**src/rtl/rf_writeback_queue_if.sv**
```systemverilog
// Request, register-file write and forwarding signals of the writeback queue.
// The slave side is the queue; the master side drives requests and read addresses.
interface rf_writeback_queue_if #(
  parameter int DATA_WIDTH = 32,
  parameter int ADDR_WIDTH = 5,
  parameter int PTR_WIDTH  = 2
);
  logic                  iAluValid;
  logic [ADDR_WIDTH-1:0] iAluAddr;
  logic [DATA_WIDTH-1:0] iAluData;
  logic                  oAluReady;
  logic                  iLdValid;
  logic [ADDR_WIDTH-1:0] iLdAddr;
  logic [DATA_WIDTH-1:0] iLdData;
  logic                  oLdReady;
  logic [ADDR_WIDTH-1:0] oAddrWrite;
  logic [DATA_WIDTH-1:0] oDataWrite;
  logic                  oEnWrite;
  logic [ADDR_WIDTH-1:0] iAddrRead0;
  logic [ADDR_WIDTH-1:0] iAddrRead1;
  logic                  oFwdHit0;
  logic [DATA_WIDTH-1:0] oFwdData0;
  logic                  oFwdHit1;
  logic [DATA_WIDTH-1:0] oFwdData1;
  logic [PTR_WIDTH:0]    oCount;
  logic                  oFull;
  logic                  oEmpty;

  modport slave (
    input  iAluValid, iAluAddr, iAluData, iLdValid, iLdAddr, iLdData, iAddrRead0, iAddrRead1,
    output oAluReady, oLdReady, oAddrWrite, oDataWrite, oEnWrite,
           oFwdHit0, oFwdData0, oFwdHit1, oFwdData1, oCount, oFull, oEmpty
  );

  modport master (
    output iAluValid, iAluAddr, iAluData, iLdValid, iLdAddr, iLdData, iAddrRead0, iAddrRead1,
    input  oAluReady, oLdReady, oAddrWrite, oDataWrite, oEnWrite,
           oFwdHit0, oFwdData0, oFwdHit1, oFwdData1, oCount, oFull, oEmpty
  );
endinterface

```
**src/rtl/rf_writeback_queue.sv**
```systemverilog
// In-order writeback queue in front of the register file write port: two producers
// in, one write per iClk period out, with forwarding of pending writes.
module rf_writeback_queue #(
  parameter int DATA_WIDTH = 32,
  parameter int ADDR_WIDTH = 5,
  parameter int DEPTH      = 4,
  parameter int PTR_WIDTH  = 2
) (
  input  logic iClkX2,
  input  logic iRst_n,
  input  logic iClk,
  rf_writeback_queue_if.slave bus
);
  typedef struct packed {
    logic [ADDR_WIDTH-1:0] addr;
    logic [DATA_WIDTH-1:0] data;
  } entry_t;

  typedef struct packed {
    logic                  hit;
    logic [DATA_WIDTH-1:0] data;
  } fwd_t;

  localparam logic [PTR_WIDTH:0] DEPTH_C = (PTR_WIDTH+1)'(DEPTH);

  entry_t               rMem [DEPTH];
  logic [PTR_WIDTH-1:0] rHead, rTail;
  logic [PTR_WIDTH:0]   rCount;
  logic                 rPhase;
  entry_t               rOut;
  logic                 rEn;

  logic [PTR_WIDTH:0]   free, nPush;
  logic                 ldReady, aluReady, ldPush, aluPush, pop;
  logic [PTR_WIDTH-1:0] aluIdx;
  fwd_t                 fwd0, fwd1;

  assign free     = DEPTH_C - rCount;
  assign ldReady  = iRst_n && (free != '0);
  // A single free slot goes to the load, which has priority.
  assign aluReady = iRst_n && ((free >= (PTR_WIDTH+1)'(2)) ||
                               (free == (PTR_WIDTH+1)'(1) && !bus.iLdValid));
  assign ldPush   = bus.iLdValid  && ldReady  && (bus.iLdAddr  != '0);
  assign aluPush  = bus.iAluValid && aluReady && (bus.iAluAddr != '0);
  assign nPush    = (PTR_WIDTH+1)'(ldPush) + (PTR_WIDTH+1)'(aluPush);
  assign aluIdx   = rTail + PTR_WIDTH'(ldPush);
  // rPhase low marks the start of the register file write phase.
  assign pop      = !rPhase && (rCount != '0);

  // NOTE: sequential state uses non-blocking assignments so every register sees pre-edge values.
  always_ff @(posedge iClkX2) begin
    rPhase <= iClk;
    if (!iRst_n) begin
      rHead  <= '0;
      rTail  <= '0;
      rCount <= '0;
      rEn    <= 1'b0;
      rOut   <= '0;
    end else begin
      if (!rPhase) begin
        if (rCount != '0) begin
          rOut  <= rMem[rHead];
          rEn   <= 1'b1;
          rHead <= rHead + PTR_WIDTH'(1);
        end else begin
          rEn <= 1'b0;
        end
      end
      rTail  <= rTail + nPush[PTR_WIDTH-1:0];
      rCount <= rCount + nPush - (PTR_WIDTH+1)'(pop);
    end
  end

  // NOTE: storage has no reset; entries are only visible through rCount, which is reset.
  always_ff @(posedge iClkX2) begin
    if (ldPush)  rMem[rTail]  <= '{addr: bus.iLdAddr,  data: bus.iLdData};
    if (aluPush) rMem[aluIdx] <= '{addr: bus.iAluAddr, data: bus.iAluData};
  end

  // Walk from the output register (oldest) to the tail so the youngest match wins.
  function automatic fwd_t lookup(input logic [ADDR_WIDTH-1:0] addr);
    fwd_t                 res;
    logic [PTR_WIDTH-1:0] idx;
    res = '0;
    if (addr != '0) begin
      if (rEn && rOut.addr == addr) res = '{hit: 1'b1, data: rOut.data};
      for (int i = 0; i < DEPTH; i++) begin
        idx = rHead + PTR_WIDTH'(i);
        if ((PTR_WIDTH+1)'(i) < rCount && rMem[idx].addr == addr)
          res = '{hit: 1'b1, data: rMem[idx].data};
      end
    end
    return res;
  endfunction

  // NOTE: every always_comb output gets a default first so no latch is inferred.
  always_comb begin
    fwd0 = '0;
    fwd1 = '0;
    fwd0 = lookup(bus.iAddrRead0);
    fwd1 = lookup(bus.iAddrRead1);
  end

  assign bus.oLdReady   = ldReady;
  assign bus.oAluReady  = aluReady;
  assign bus.oAddrWrite = rOut.addr;
  assign bus.oDataWrite = rOut.data;
  assign bus.oEnWrite   = rEn;
  assign bus.oFwdHit0   = fwd0.hit;
  assign bus.oFwdData0  = fwd0.data;
  assign bus.oFwdHit1   = fwd1.hit;
  assign bus.oFwdData1  = fwd1.data;
  assign bus.oCount     = rCount;
  assign bus.oFull      = (rCount == DEPTH_C);
  assign bus.oEmpty     = (rCount == '0);
endmodule

```
**src/flat_wrapper.sv**
```systemverilog
// flat-port wrapper written by rule: the top's interface ports become plain ports
module rf_writeback_queue_flat 
#(
  parameter int DATA_WIDTH = 32,
  parameter int ADDR_WIDTH = 5,
  parameter int DEPTH      = 4,
  parameter int PTR_WIDTH  = 2
)
  (iClkX2, iRst_n, iClk, bus_iAluValid, bus_iAluAddr, bus_iAluData, bus_iLdValid, bus_iLdAddr, bus_iLdData, bus_iAddrRead0, bus_iAddrRead1, bus_oAluReady, bus_oLdReady, bus_oAddrWrite, bus_oDataWrite, bus_oEnWrite, bus_oFwdHit0, bus_oFwdData0, bus_oFwdHit1, bus_oFwdData1, bus_oCount, bus_oFull, bus_oEmpty);
  rf_writeback_queue_if #(.DATA_WIDTH(DATA_WIDTH), .ADDR_WIDTH(ADDR_WIDTH), .PTR_WIDTH(PTR_WIDTH)) bus_i ();
  input  logic iClkX2;
  input  logic iRst_n;
  input  logic iClk;
  input wire logic [$bits(bus_i.iAluValid)-1:0] bus_iAluValid;
  input wire logic [$bits(bus_i.iAluAddr)-1:0] bus_iAluAddr;
  input wire logic [$bits(bus_i.iAluData)-1:0] bus_iAluData;
  input wire logic [$bits(bus_i.iLdValid)-1:0] bus_iLdValid;
  input wire logic [$bits(bus_i.iLdAddr)-1:0] bus_iLdAddr;
  input wire logic [$bits(bus_i.iLdData)-1:0] bus_iLdData;
  input wire logic [$bits(bus_i.iAddrRead0)-1:0] bus_iAddrRead0;
  input wire logic [$bits(bus_i.iAddrRead1)-1:0] bus_iAddrRead1;
  output wire logic [$bits(bus_i.oAluReady)-1:0] bus_oAluReady;
  output wire logic [$bits(bus_i.oLdReady)-1:0] bus_oLdReady;
  output wire logic [$bits(bus_i.oAddrWrite)-1:0] bus_oAddrWrite;
  output wire logic [$bits(bus_i.oDataWrite)-1:0] bus_oDataWrite;
  output wire logic [$bits(bus_i.oEnWrite)-1:0] bus_oEnWrite;
  output wire logic [$bits(bus_i.oFwdHit0)-1:0] bus_oFwdHit0;
  output wire logic [$bits(bus_i.oFwdData0)-1:0] bus_oFwdData0;
  output wire logic [$bits(bus_i.oFwdHit1)-1:0] bus_oFwdHit1;
  output wire logic [$bits(bus_i.oFwdData1)-1:0] bus_oFwdData1;
  output wire logic [$bits(bus_i.oCount)-1:0] bus_oCount;
  output wire logic [$bits(bus_i.oFull)-1:0] bus_oFull;
  output wire logic [$bits(bus_i.oEmpty)-1:0] bus_oEmpty;
  assign bus_i.iAluValid = bus_iAluValid;
  assign bus_i.iAluAddr = bus_iAluAddr;
  assign bus_i.iAluData = bus_iAluData;
  assign bus_i.iLdValid = bus_iLdValid;
  assign bus_i.iLdAddr = bus_iLdAddr;
  assign bus_i.iLdData = bus_iLdData;
  assign bus_i.iAddrRead0 = bus_iAddrRead0;
  assign bus_i.iAddrRead1 = bus_iAddrRead1;
  assign bus_oAluReady = bus_i.oAluReady;
  assign bus_oLdReady = bus_i.oLdReady;
  assign bus_oAddrWrite = bus_i.oAddrWrite;
  assign bus_oDataWrite = bus_i.oDataWrite;
  assign bus_oEnWrite = bus_i.oEnWrite;
  assign bus_oFwdHit0 = bus_i.oFwdHit0;
  assign bus_oFwdData0 = bus_i.oFwdData0;
  assign bus_oFwdHit1 = bus_i.oFwdHit1;
  assign bus_oFwdData1 = bus_i.oFwdData1;
  assign bus_oCount = bus_i.oCount;
  assign bus_oFull = bus_i.oFull;
  assign bus_oEmpty = bus_i.oEmpty;
  rf_writeback_queue #(.DATA_WIDTH(DATA_WIDTH), .ADDR_WIDTH(ADDR_WIDTH), .DEPTH(DEPTH), .PTR_WIDTH(PTR_WIDTH)) u_core (.iClkX2(iClkX2), .iRst_n(iRst_n), .iClk(iClk), .bus(bus_i));
endmodule
```
**config.mk**
```make
export PLATFORM = sky130hd
export DESIGN_NAME = rf_writeback_queue_flat
export DESIGN_NICKNAME = d
export VERILOG_FILES = /design/src/rtl/rf_writeback_queue_if.sv /design/src/rtl/rf_writeback_queue.sv /design/src/flat_wrapper.sv
export SDC_FILE = /design/constraint.sdc
export NUM_CORES = 1
export LEC_CHECK = 0
export ABC_CLOCK_PERIOD_IN_PS = 4900
export CAP_MARGIN = 10
export CORE_ASPECT_RATIO = 0.5
export CORE_MARGIN = 2
export CORE_UTILIZATION = 65
export DETAILED_ROUTE_END_ITERATION = 6
export DONT_BUFFER_PORTS = 1
export PLACE_DENSITY = 0.78
export SETUP_SLACK_MARGIN = 0.05
export SYNTH_ARGS = -nofsm -noshare
export SYNTH_HDL_FRONTEND = slang
export SYNTH_SLANG_ARGS = --single-unit
```
**constraint.sdc**
```tcl
create_clock -name iClkX2 -period 4.9 [get_ports iClkX2]
set_clock_uncertainty 0.05 [all_clocks]
set_input_delay 0 -clock iClkX2 [delete_from_list [all_inputs] [get_ports iClkX2]]
set_output_delay 0 -clock iClkX2 [all_outputs]
set_load 0.01 [all_outputs]
```
==> metrics.cfg <==
[status]
run_status = complete, no violations

[global_routing]
grtUsageTotal_pct = 42.52
grt_start_max_net_pins = 52
grt_pass1_wl_um = 77350
gr-total-overflow = 0
grt_pass1_vias = 13052
antenna_found_initial = 0

[timing]
grt_setup_unrepaired = false
setup_viol = 0
drv_slew = 0
setup_tns_ns = 0
fmax_mhz = 223.2
max-slew-margin-rel_pct = 7.431
fin_crit_ns = 4.480
hold_viol = 0
fin_crit_sh_pct = 91.42
worst_slew_pin_slew_ns = 1.388

[floorplan]
start_util_pct = 66.25
chipWidth_um = 219.5
core_mm2 = 0.02279
dieArea_mm2 = 0.02454
io-pin-count = 200
fp-row-count = 39
die_height_um = 111.8

[place]
post-place-cells = 1486
io_buffers = 0
place_congestion = 0.8977
dp_hpwl_um = 30960

[critical_path]
crit_type = reg -> reg
worstPathRequired_ns = 5.07
crit_fanout = 37
worstSetupEndpointType = flop
cp.arrival_ns = 4.65
crit_path_start_kind = flop

[drt]
drt_iter0_drc = 2198
drt_wl_total_um = 51240
wl_per_cell_um = 31.42
via_per_inst = 7.974
first_pass_iters = 6
postRouteAntennaNets = 0
via_count = 13005
drc = 0

[cells_and_area]
postLayoutCoreUtil_pct = 74.55
drive_above_1_share_pct = 31.27
instances_no_fill = 1631
nets = 1412
diodes = 0
syn_to_final_growth_pct = 12.52

[clock_tree]
cts_tree = done
path_clk_slew_ns = 0.07
clockBufferDepth = 2
cts_root_buffer = clkbuf_16
htree_levels = 4
cts_buffers = 17
clk_latency_ns = 0.47
cts.sinks = 196

[synth]
syn_nets = 1370
synth_area_per_cell_um2 = 11.90
synth-main-ff-cell = edfxtp_1
async_flop_share_pct = 0
syn_area_mm2 = 0.01510
synth.largest_area_cell = edfxtp_1
yosysSeqAreaShare_pct = 35.80
synthTopCellsByCount = mux2_2 (150), edfxtp_1 (148), mux4_2 (142)
synthCells = 1269
yosysTopAreaCellShare_pct = 29.44
synth-seq-cells = 196
yosys_warnings = 0
ys_types = 56
synth_area_leaders = edfxtp_1 (29%), mux4_2 (21%), mux2_2 (11%)
yosysMostFrequentCell = mux2_2
synth-edff-count = 148

[power]
powerDensity_mw_per_mm2 = 436.8
finalPower_mw = 7.421
power.leakage_nw = 5.358
peakVddDrop_uv = 528.5

[hold_path]
hold_path_class = in -> reg

[job]
drv_cap = 0

critical path: stages, from the launching register on:
cell and delay, ns:
dfxtp_1 0.44, inv_1 0.19, ha_1 0.26, ha_1 0.24, nor2_1 0.26, nand2_1 0.10, a21oi_1 0.35, ha_1 0.28
xor2_1 0.68, nor2_4 0.06, buf_4 0.36, mux2_2 0.37, dlygate4sd3_1 0.56
per-stage QoR:
stage	hold WS (ns)	area (um2)	setup WS, ns
after global placement	-0.02223	15300	1.019
after floorplan	-0.02228	15100	0.6171
after global routing	0.04813	16990	0.1716
after detailed placement	-0.02224	15300	0.8974
after CTS	0.01913	16990	0.4826
final	0.05535	16990	0.4205
final timing paths:
path                            slack (ns)                   to                  from  cells past startpoint
worst max-delay path                  0.42   u_core.rMem[0][11]  u_core.bus.oCount[0]                     12
worst min-delay path                  0.06        u_core.rPhase                  iClk                      1
worst max register to register        0.42   u_core.rMem[0][11]  u_core.bus.oCount[0]                     12
worst min register to register        0.45  u_core.bus.oEnWrite         u_core.rPhase                      2
registers in the layout (all words and copies together) (netlist names), named ones only:
name,cells
u_core.bus.oAddrWrite,5
u_core.bus.oCount,3
u_core.bus.oDataWrite,32
u_core.bus.oEnWrite,1
u_core.rHead,2
u_core.rMem,148
u_core.rPhase,1
u_core.rTail,2
power breakdown:
part / leakage, nW / total, mW / internal [mW] / switching (mW)
registers: 1.75 / 2.60 / 2.17 / 0.439
clock network: 0.273 / 1.38 / 0.689 / 0.686
logic: 3.34 / 3.44 / 1.50 / 1.94
metal layers:
layer	global-route usage [%]	part of all wire, %
met2	63.11	44
met3	16.53	16
met1	54.15	35
met4	22.57	5.2
met5	0.9804	0
kinds of logic (layout without fill, tap and decap cells):
group | Yosys count | count (layout) | share of synthesized area, %
muxes | 300 | 300 | 32.90
and+or+nand+nor | 293 | 293 | 9.415
AOI/OAI and AO/OA | 269 | 269 | 13.14
DFF | 196 | 196 | 35.80
buffers and inverters | 141 | 196 | 4.335
xor gates and xnor gates | 58 | 58 | 3.365
adders and majority gates | 12 | 12 | 1.044
cell type report:
type,count,area [um2]
repair buffers,154,1464
inverters,10,37.54
well taps,307,384.1
flip-flops and latches,196,5415
clock inverters,11,91.34
fillers,1465,5801
clock buffers,21,460.4
multi-input cells,932,9135
cells in the final DEF, fill, tap and decap left out, types with 9 or more instances in the layout:
cell	n
buf_4	39
inv_1	9
nor2_1	64
a221oi_1	32
dfxtp_1	44
clkbuf_16	17
and3_1	33
nand2_1	103
nand3_1	21
mux4_2	142
xor2_1	30
edfxtp_1	148
a21oi_1	65
ha_1	11
or2_2	16
o21ai_0	11
o211ai_2	10
a311oi_1	15
mux2_2	150
xnor2_1	28
or3_1	16
a31oi_1	19
dlygate4sd3_1	113
a32oi_1	47
o31ai_1	47
what timing repair did:
item	in CTS	in global routing
hold buffers	113	0
setup buffers	0	0
hold endpoints to repair	151	0
resized for setup	0	0
(Power assumes the default switching activity.)
